`config.mk`:
```
export PLATFORM = sky130hd
export DESIGN_NAME = alu_result_stage
export DESIGN_NICKNAME = d
export VERILOG_FILES = /design/src/rtl/alu_result_stage.sv
export SDC_FILE = /design/constraint.sdc
export NUM_CORES = 1
export LEC_CHECK = 0
export ABC_AREA = 1
export CORE_UTILIZATION = 34
export DETAILED_ROUTE_END_ITERATION = 10
export PLACE_DENSITY_LB_ADDON = 0.1
export REMOVE_ABC_BUFFERS = 1
export SLEW_MARGIN = 25
export SYNTH_ARGS = -nofsm -noshare
export SYNTH_HDL_FRONTEND = slang
export SYNTH_SLANG_ARGS = --single-unit
```
`constraint.sdc`:
```
create_clock -name clk -period 1 [get_ports clk]
set_clock_uncertainty 0.1 [all_clocks]
set_input_delay 0.3 -clock clk [delete_from_list [all_inputs] [get_ports clk]]
set_output_delay 0.3 -clock clk [all_outputs]
set_load 0.005 [all_outputs]
```
`src/rtl/alu_result_stage.sv`:
```
// ALU result register stage: valid/ready buffered result R plus Z/C flags with an interrupt shadow copy.
// Define ALU_RESULT_STAGE_SKID_EN for a 2-entry skid buffer with registered in_ready; default is 1-entry.
module alu_result_stage (
  input  logic       clk,
  input  logic       rst_n,
  input  logic [7:0] SUM,
  input  logic       cadd,
  input  logic [1:0] S,
  input  logic       in_valid,
  output logic       in_ready,
  input  logic       flag_we,
  output logic [7:0] R,
  output logic       out_valid,
  input  logic       out_ready,
  output logic       Z,
  output logic       C,
  output logic       cin,
  input  logic       int_save,
  input  logic       int_restore
);

  logic       accept;
  logic       transfer;
  logic       z_q, z_d;
  logic       c_q, c_d;
  logic [1:0] shadow_q, shadow_d;
  logic       unused_sel;

  // Subtract ops reach the adder with an inverted carry encoding; flip it back to a borrow flag.
  function automatic logic recover_carry(input logic sub_op, input logic carry_raw);
    return sub_op ? ~carry_raw : carry_raw;
  endfunction

  assign accept     = in_valid && in_ready;
  assign transfer   = out_valid && out_ready;
  assign unused_sel = S[0];

  assign Z   = z_q;
  assign C   = c_q;
  assign cin = c_q;

  always_comb begin
    z_d      = z_q;
    c_d      = c_q;
    shadow_d = shadow_q;
    if (accept && flag_we) begin
      z_d = (SUM == 8'h00);
      c_d = recover_carry(S[1], cadd);
    end
    if (int_restore) begin
      {z_d, c_d} = shadow_q;
    end
    if (int_save) begin
      shadow_d = {z_q, c_q};
    end
  end

  always_ff @(posedge clk or negedge rst_n) begin
    if (!rst_n) begin
      z_q      <= 1'b0;
      c_q      <= 1'b0;
      shadow_q <= 2'b00;
    end else begin
      z_q      <= z_d;
      c_q      <= c_d;
      shadow_q <= shadow_d;
    end
  end

`ifdef ALU_RESULT_STAGE_SKID_EN
  typedef enum logic [1:0] {EMPTY, ONE, TWO} state_e;

  state_e     state_q, state_d;
  logic [7:0] head_q, head_d;
  logic [7:0] tail_q, tail_d;
  logic       rdy_q, rdy_d;

  assign in_ready  = rdy_q;
  assign out_valid = (state_q != EMPTY);
  assign R         = head_q;

  always_comb begin
    state_d = state_q;
    head_d  = head_q;
    tail_d  = tail_q;
    case (state_q)
      EMPTY: begin
        if (accept) begin
          head_d  = SUM;
          state_d = ONE;
        end
      end
      ONE: begin
        case ({accept, transfer})
          2'b10: begin
            tail_d  = SUM;
            state_d = TWO;
          end
          2'b01:   state_d = EMPTY;
          2'b11:   head_d  = SUM;
          default: state_d = ONE;
        endcase
      end
      TWO: begin
        // in_ready is low here, so only a drain can happen; tail moves up to head.
        if (transfer) begin
          head_d  = tail_q;
          state_d = ONE;
        end
      end
      default: state_d = EMPTY;
    endcase
    rdy_d = (state_d != TWO);
  end

  always_ff @(posedge clk or negedge rst_n) begin
    if (!rst_n) begin
      state_q <= EMPTY;
      head_q  <= 8'h00;
      tail_q  <= 8'h00;
      rdy_q   <= 1'b0;
    end else begin
      state_q <= state_d;
      head_q  <= head_d;
      tail_q  <= tail_d;
      rdy_q   <= rdy_d;
    end
  end
`else
  typedef enum logic {EMPTY, FULL} state_e;

  state_e     state_q, state_d;
  logic [7:0] r_q, r_d;

  assign out_valid = (state_q == FULL);
  assign in_ready  = !out_valid || out_ready;
  assign R         = r_q;

  always_comb begin
    state_d = state_q;
    r_d     = r_q;
    if (accept) begin
      r_d = SUM;
    end
    case (state_q)
      EMPTY:   if (accept) state_d = FULL;
      FULL:    if (transfer && !accept) state_d = EMPTY;
      default: state_d = EMPTY;
    endcase
  end

  always_ff @(posedge clk or negedge rst_n) begin
    if (!rst_n) begin
      state_q <= EMPTY;
      r_q     <= 8'h00;
    end else begin
      state_q <= state_d;
      r_q     <= r_d;
    end
  end
`endif

endmodule

```
## Word level (Yosys, flattened, before mapping)

Index checks and enable logic that the tools add are counted.

| word-level totals | value |
|---|---|
| register bits after elaboration | 13 |
| input bits | 18 |
| output and inout port bits | 13 |
| logic and storage cells | 24 |

| operators by class | value |
|---|---|
| muxes and demuxes | 8 |
| bitwise logic cells | 2 |
| reduce and logical (&&, ||, !) cells | 9 |

Operator list:

| operator | count |
|---|---|
| logical NOT 8 bit | 1 |
| 2-to-1 mux 1 bit | 7 |
| logical AND 1 bit | 4 |
| logical NOT 1 bit | 2 |
| NOT 1 bit | 2 |
| case mux 1 bit (2 select lines) | 1 |
| nonzero test 2 bit | 1 |
| logical OR 1 bit | 1 |

## Logic depth before layout (Yosys ltp)

| logic depth | value |
|---|---|
| depth in word-level cells | 7 |
| mapped depth | 6 |
| depth with buffers taken out | 6 |

## Worst setup path after synthesis

OpenSTA, ideal clock, no wires.

| timing path | value |
|---|---|
| path kind | reg2reg |
| from | register state_q, in the netlist out_valid |
| to | register r_q[7], in the netlist R[7] |
| library setup time | 117 ps |
| arrival time | 806 ps |
| required time | 783 ps |
| slack | -23 ps |
| stages on the path, launching flop included | 6 |
| path buffers | 1 |
| period minus slack after synthesis | 1023 ps |
| path through | dfrtp_1 nand2_4 nand2_4 buf_8 nand2_2 o21ai_2 |

| on the way | value |
|---|---|
| longest elaborated chain between the ends | 3 |

RTL lines:

| what | line | source |
|---|---|---|
| start: declaration | 132 | `state_e state_q, state_d;` |
| start signal: assignment | 157 | `state_q <= state_d;` |
| logical NOT 1 bit | 136 | `assign in_ready = !out_valid \|\| out_ready;` |
| logical OR 1 bit | 136 |  |
| named net in_ready | 10 | `output logic in_ready,` |
| logical AND 1 bit | 34 | `assign accept = in_valid && in_ready;` |
| end signal: assignment | 158 | `r_q <= r_d;` |
| end: declaration | 133 | `logic [7:0] r_q, r_d;` |

The timed path passes the listed nets, and every way through them passes these cells.
A chain may end at the register's enable or synchronous reset.

## Final worst setup path

| timing path | value |
|---|---|
| from | register state_q, in the netlist out_valid |
| to | output port in_ready |

| on the way | value |
|---|---|
| longest elaborated chain between the ends | 2 |

RTL lines:

| what | line |
|---|---|
| logical NOT 1 bit | 136 |
| logical OR 1 bit | 136 |
| end: declaration | 10 |

No other way between the ends.

==> flow_metrics.tcl <==
set metrics [dict create \
    grt_pass1_wl_mm 2.31 \
    ys_ff_latch 13 \
    setup_viol 24 \
    final-max-slew-violation-count 0 \
    synth_compound_area_frac 0.0606 \
    path_delay_family "flip-flops" \
    p_comb_frac 0.279 \
    worstSetupStartpointType "flop" \
    grt_start_max_net_pins 14 \
    power_frac_seq 0.466 \
    cts_buffers 3 \
    path_max_fanout 2 \
    grt.overflow.total 0 \
    die_h_um 44.7 \
    first_pass_iters 4 \
    area_delta_synth_final_pct 63.8 \
    grt_pass1_vias 552 \
    p_sw_frac 0.274 \
    tightest_slew_ns 0.306 \
    finalCritPeriodShare 1.32 \
    wl_per_cell_um 10.6 \
    clock_path_buffers 2 \
    fin_cells 138 \
    clkPwrFrac 0.255 \
    synthMuxAreaShare 0.0182 \
    powerDensity_mw_per_mm2 1290 \
    p_leak_nw 0.534 \
    synthSimpleGateAreaFrac 0.305 \
    cts_root_buffer "clkbuf_4" \
    track_usage 0.166 \
    required_ns 0.60 \
    antenna_found_initial 0 \
    cts-hold-fix-buffers 0 \
    rsz0062_at_grt "true" \
    synthXorXnorAreaFrac 0 \
    relSlewSlack 0.796 \
    n_antenna_cell 0 \
    crit_slowest_cell "dfrtp_1" \
    syn_avg_cell_area_um2 8.98 \
    cts_max_level 1 \
    post-place-ws_ns -0.763 \
    fmax_ghz 0.760 \
    cp.arrival_ns 0.92 \
    clk_latency_ns 0.28 \
    hold_viol 0 \
    rows 15 \
    maxCapViolations 0 \
    finalPower_mw 1.31 \
    initial_core_util 0.363 \
    synthDistinctLibCells 14 \
    min_period_ns 1.32 \
    routed_wl_mm 1.46 \
    cp_num_buf_inv 2 \
    hold_class "in -> async" \
    hpwl_um 995 \
    n_fill_cell 151 \
    synth_top_family_by_area "simple AND/OR/NAND/NOR gates" \
    whs_ns 0.249 \
    core_area_mm2 0.00171 \
    cts_sinks 13 \
    p_sw_mw 0.360 \
    violations "setup timing" \
    cts_tree "done" \
    p_int_mw 0.952 \
    syn_inst 69 \
    num_vias 611 \
    ios 31 \
    yosys_warnings 0 \
    viasPerCell 4.43 \
    fin_nets 132 \
    io_buffers 29 \
    end_kind "primary output" \
    layout_setup_ws_ns -0.316 \
    ys_seq_area_frac 0.525 \
    ant_nets 0 \
    cpMostUsedCell "buf_6" \
    slowest_delay_ns 0.39 \
    gp_congestion 0.675 \
    drc 0 \
    drt-initial-drc-count 7 \
    peakVddDrop_mv 0.623 \
    die_area_mm2 0.00200 \
    worstSetupPathType "reg -> out" \
    clk_pin_slew_worst_paths_ns 0.08 \
    crit_path_cell_trace "buf_6, nand2_4, buf_6" \
    die_w_um 44.7 \
    status "finished with violations" \
    drive_above_1_share 0.363 \
    syn_area_um2 619 \
    placed_cells 130 \
    synth_fa_ha_area_frac 0 \
]
synthesized netlist by cell type:
library cell / n / area share
o21ai_0: 1 / 0.0081
inv_1: 7 / 0.042
nand2_2: 2 / 0.020
nand2_4: 2 / 0.036
buf_4: 2 / 0.024
o21ai_2: 3 / 0.042
nand2_1: 20 / 0.12
dfrtp_1: 13 / 0.53
nor2_1: 5 / 0.030
buf_8: 1 / 0.024
mux2_2: 1 / 0.018
nand3_2: 1 / 0.016
o22ai_1: 1 / 0.010
nand3_1: 10 / 0.081
per-layer routing:
layer	routed length [um]	global-route usage	vias up
met3	116	0.0531	2
met5	0	0	-
li1	-	-	304
met1	633	0.207	282
met4	12	0.0727	0
met2	698	0.262	23
what timing repair did:
item,4_1_cts,5_1_grt
setup buffers,3,2
endpoints found under the setup margin,25,25
pin swaps,1,0
gates resized for setup,59,3
stage by stage:
stage	TNS, ns	utilization	area (um^2)
floorplan	0	-	589
global placement	-9.16	0.585	998
detailed placement	-9.42	0.585	998
CTS	-4.37	0.579	990
global route	-5.32	0.594	1010
finish	-4.21	0.594	1010
layout by cell type, fill, tap and decap left out:
master           count
nand2_4              1
buf_4               11
dlygate4sd2_1        3
clkbuf_1             1
buf_2               12
dfrtp_1             13
nor2_1               5
nand2_1             19
buf_12               1
buf_6                3
clkdlybuf4s50_1     13
o21ai_0              1
mux2_4               1
nand2_2              3
nand2_8              1
o22ai_1              1
inv_2                1
o21ai_2              3
inv_1                6
nand3_1             10
nand3_2              1
clkbuf_4             3
power by group through the flow:
stage | Combinational (mW) | Clock, mW | Sequential, mW
2_1_floorplan | 0.101 | 0 | 0.635
3_5_place_dp | 0.393 | 0 | 0.626
3_3_place_gp | 0.390 | 0 | 0.625
4_1_cts | 0.351 | 0.343 | 0.613
5_1_grt | 0.403 | 0.369 | 0.618
6_report | 0.365 | 0.334 | 0.612
layout make-up:
class	count	area, um^2	share of cell area
Timing Repair Buffer	43	353	0.348
Tap cell	25	31.3	0.0308
Sequential cell	13	325	0.321
Multi-Input combinational cell	46	253	0.249
Clock buffer	4	26.3	0.0259
Inverter	7	26.3	0.0259
sequential cells by signal, indices dropped and copies added (netlist names):
name and cells:
Z 1, R 8, shadow_q 2, C 1
out_valid 1
final timing paths:
path	startpoint	endpoint	slack, ns	cells past startpoint
worst max-delay path	out_valid	in_ready	-0.32	3
worst min-delay path	rst_n	R[2]	0.25	2
worst max register to register	out_valid	Z	-0.23	6
worst min register to register	R[5]	R[5]	0.37	2
max in group asynchronous	rst_n	R[5]	0.44	2
min in group clk	int_save	shadow_q[0]	0.31	2
kinds of logic (layout without fill, tap and decap cells):
logic type	Yosys count	count (layout)
simple gates	40	40
buf+inv	10	54
flops	13	13
compound gates	5	5
mux	1	1
(Power assumes the default switching activity.)
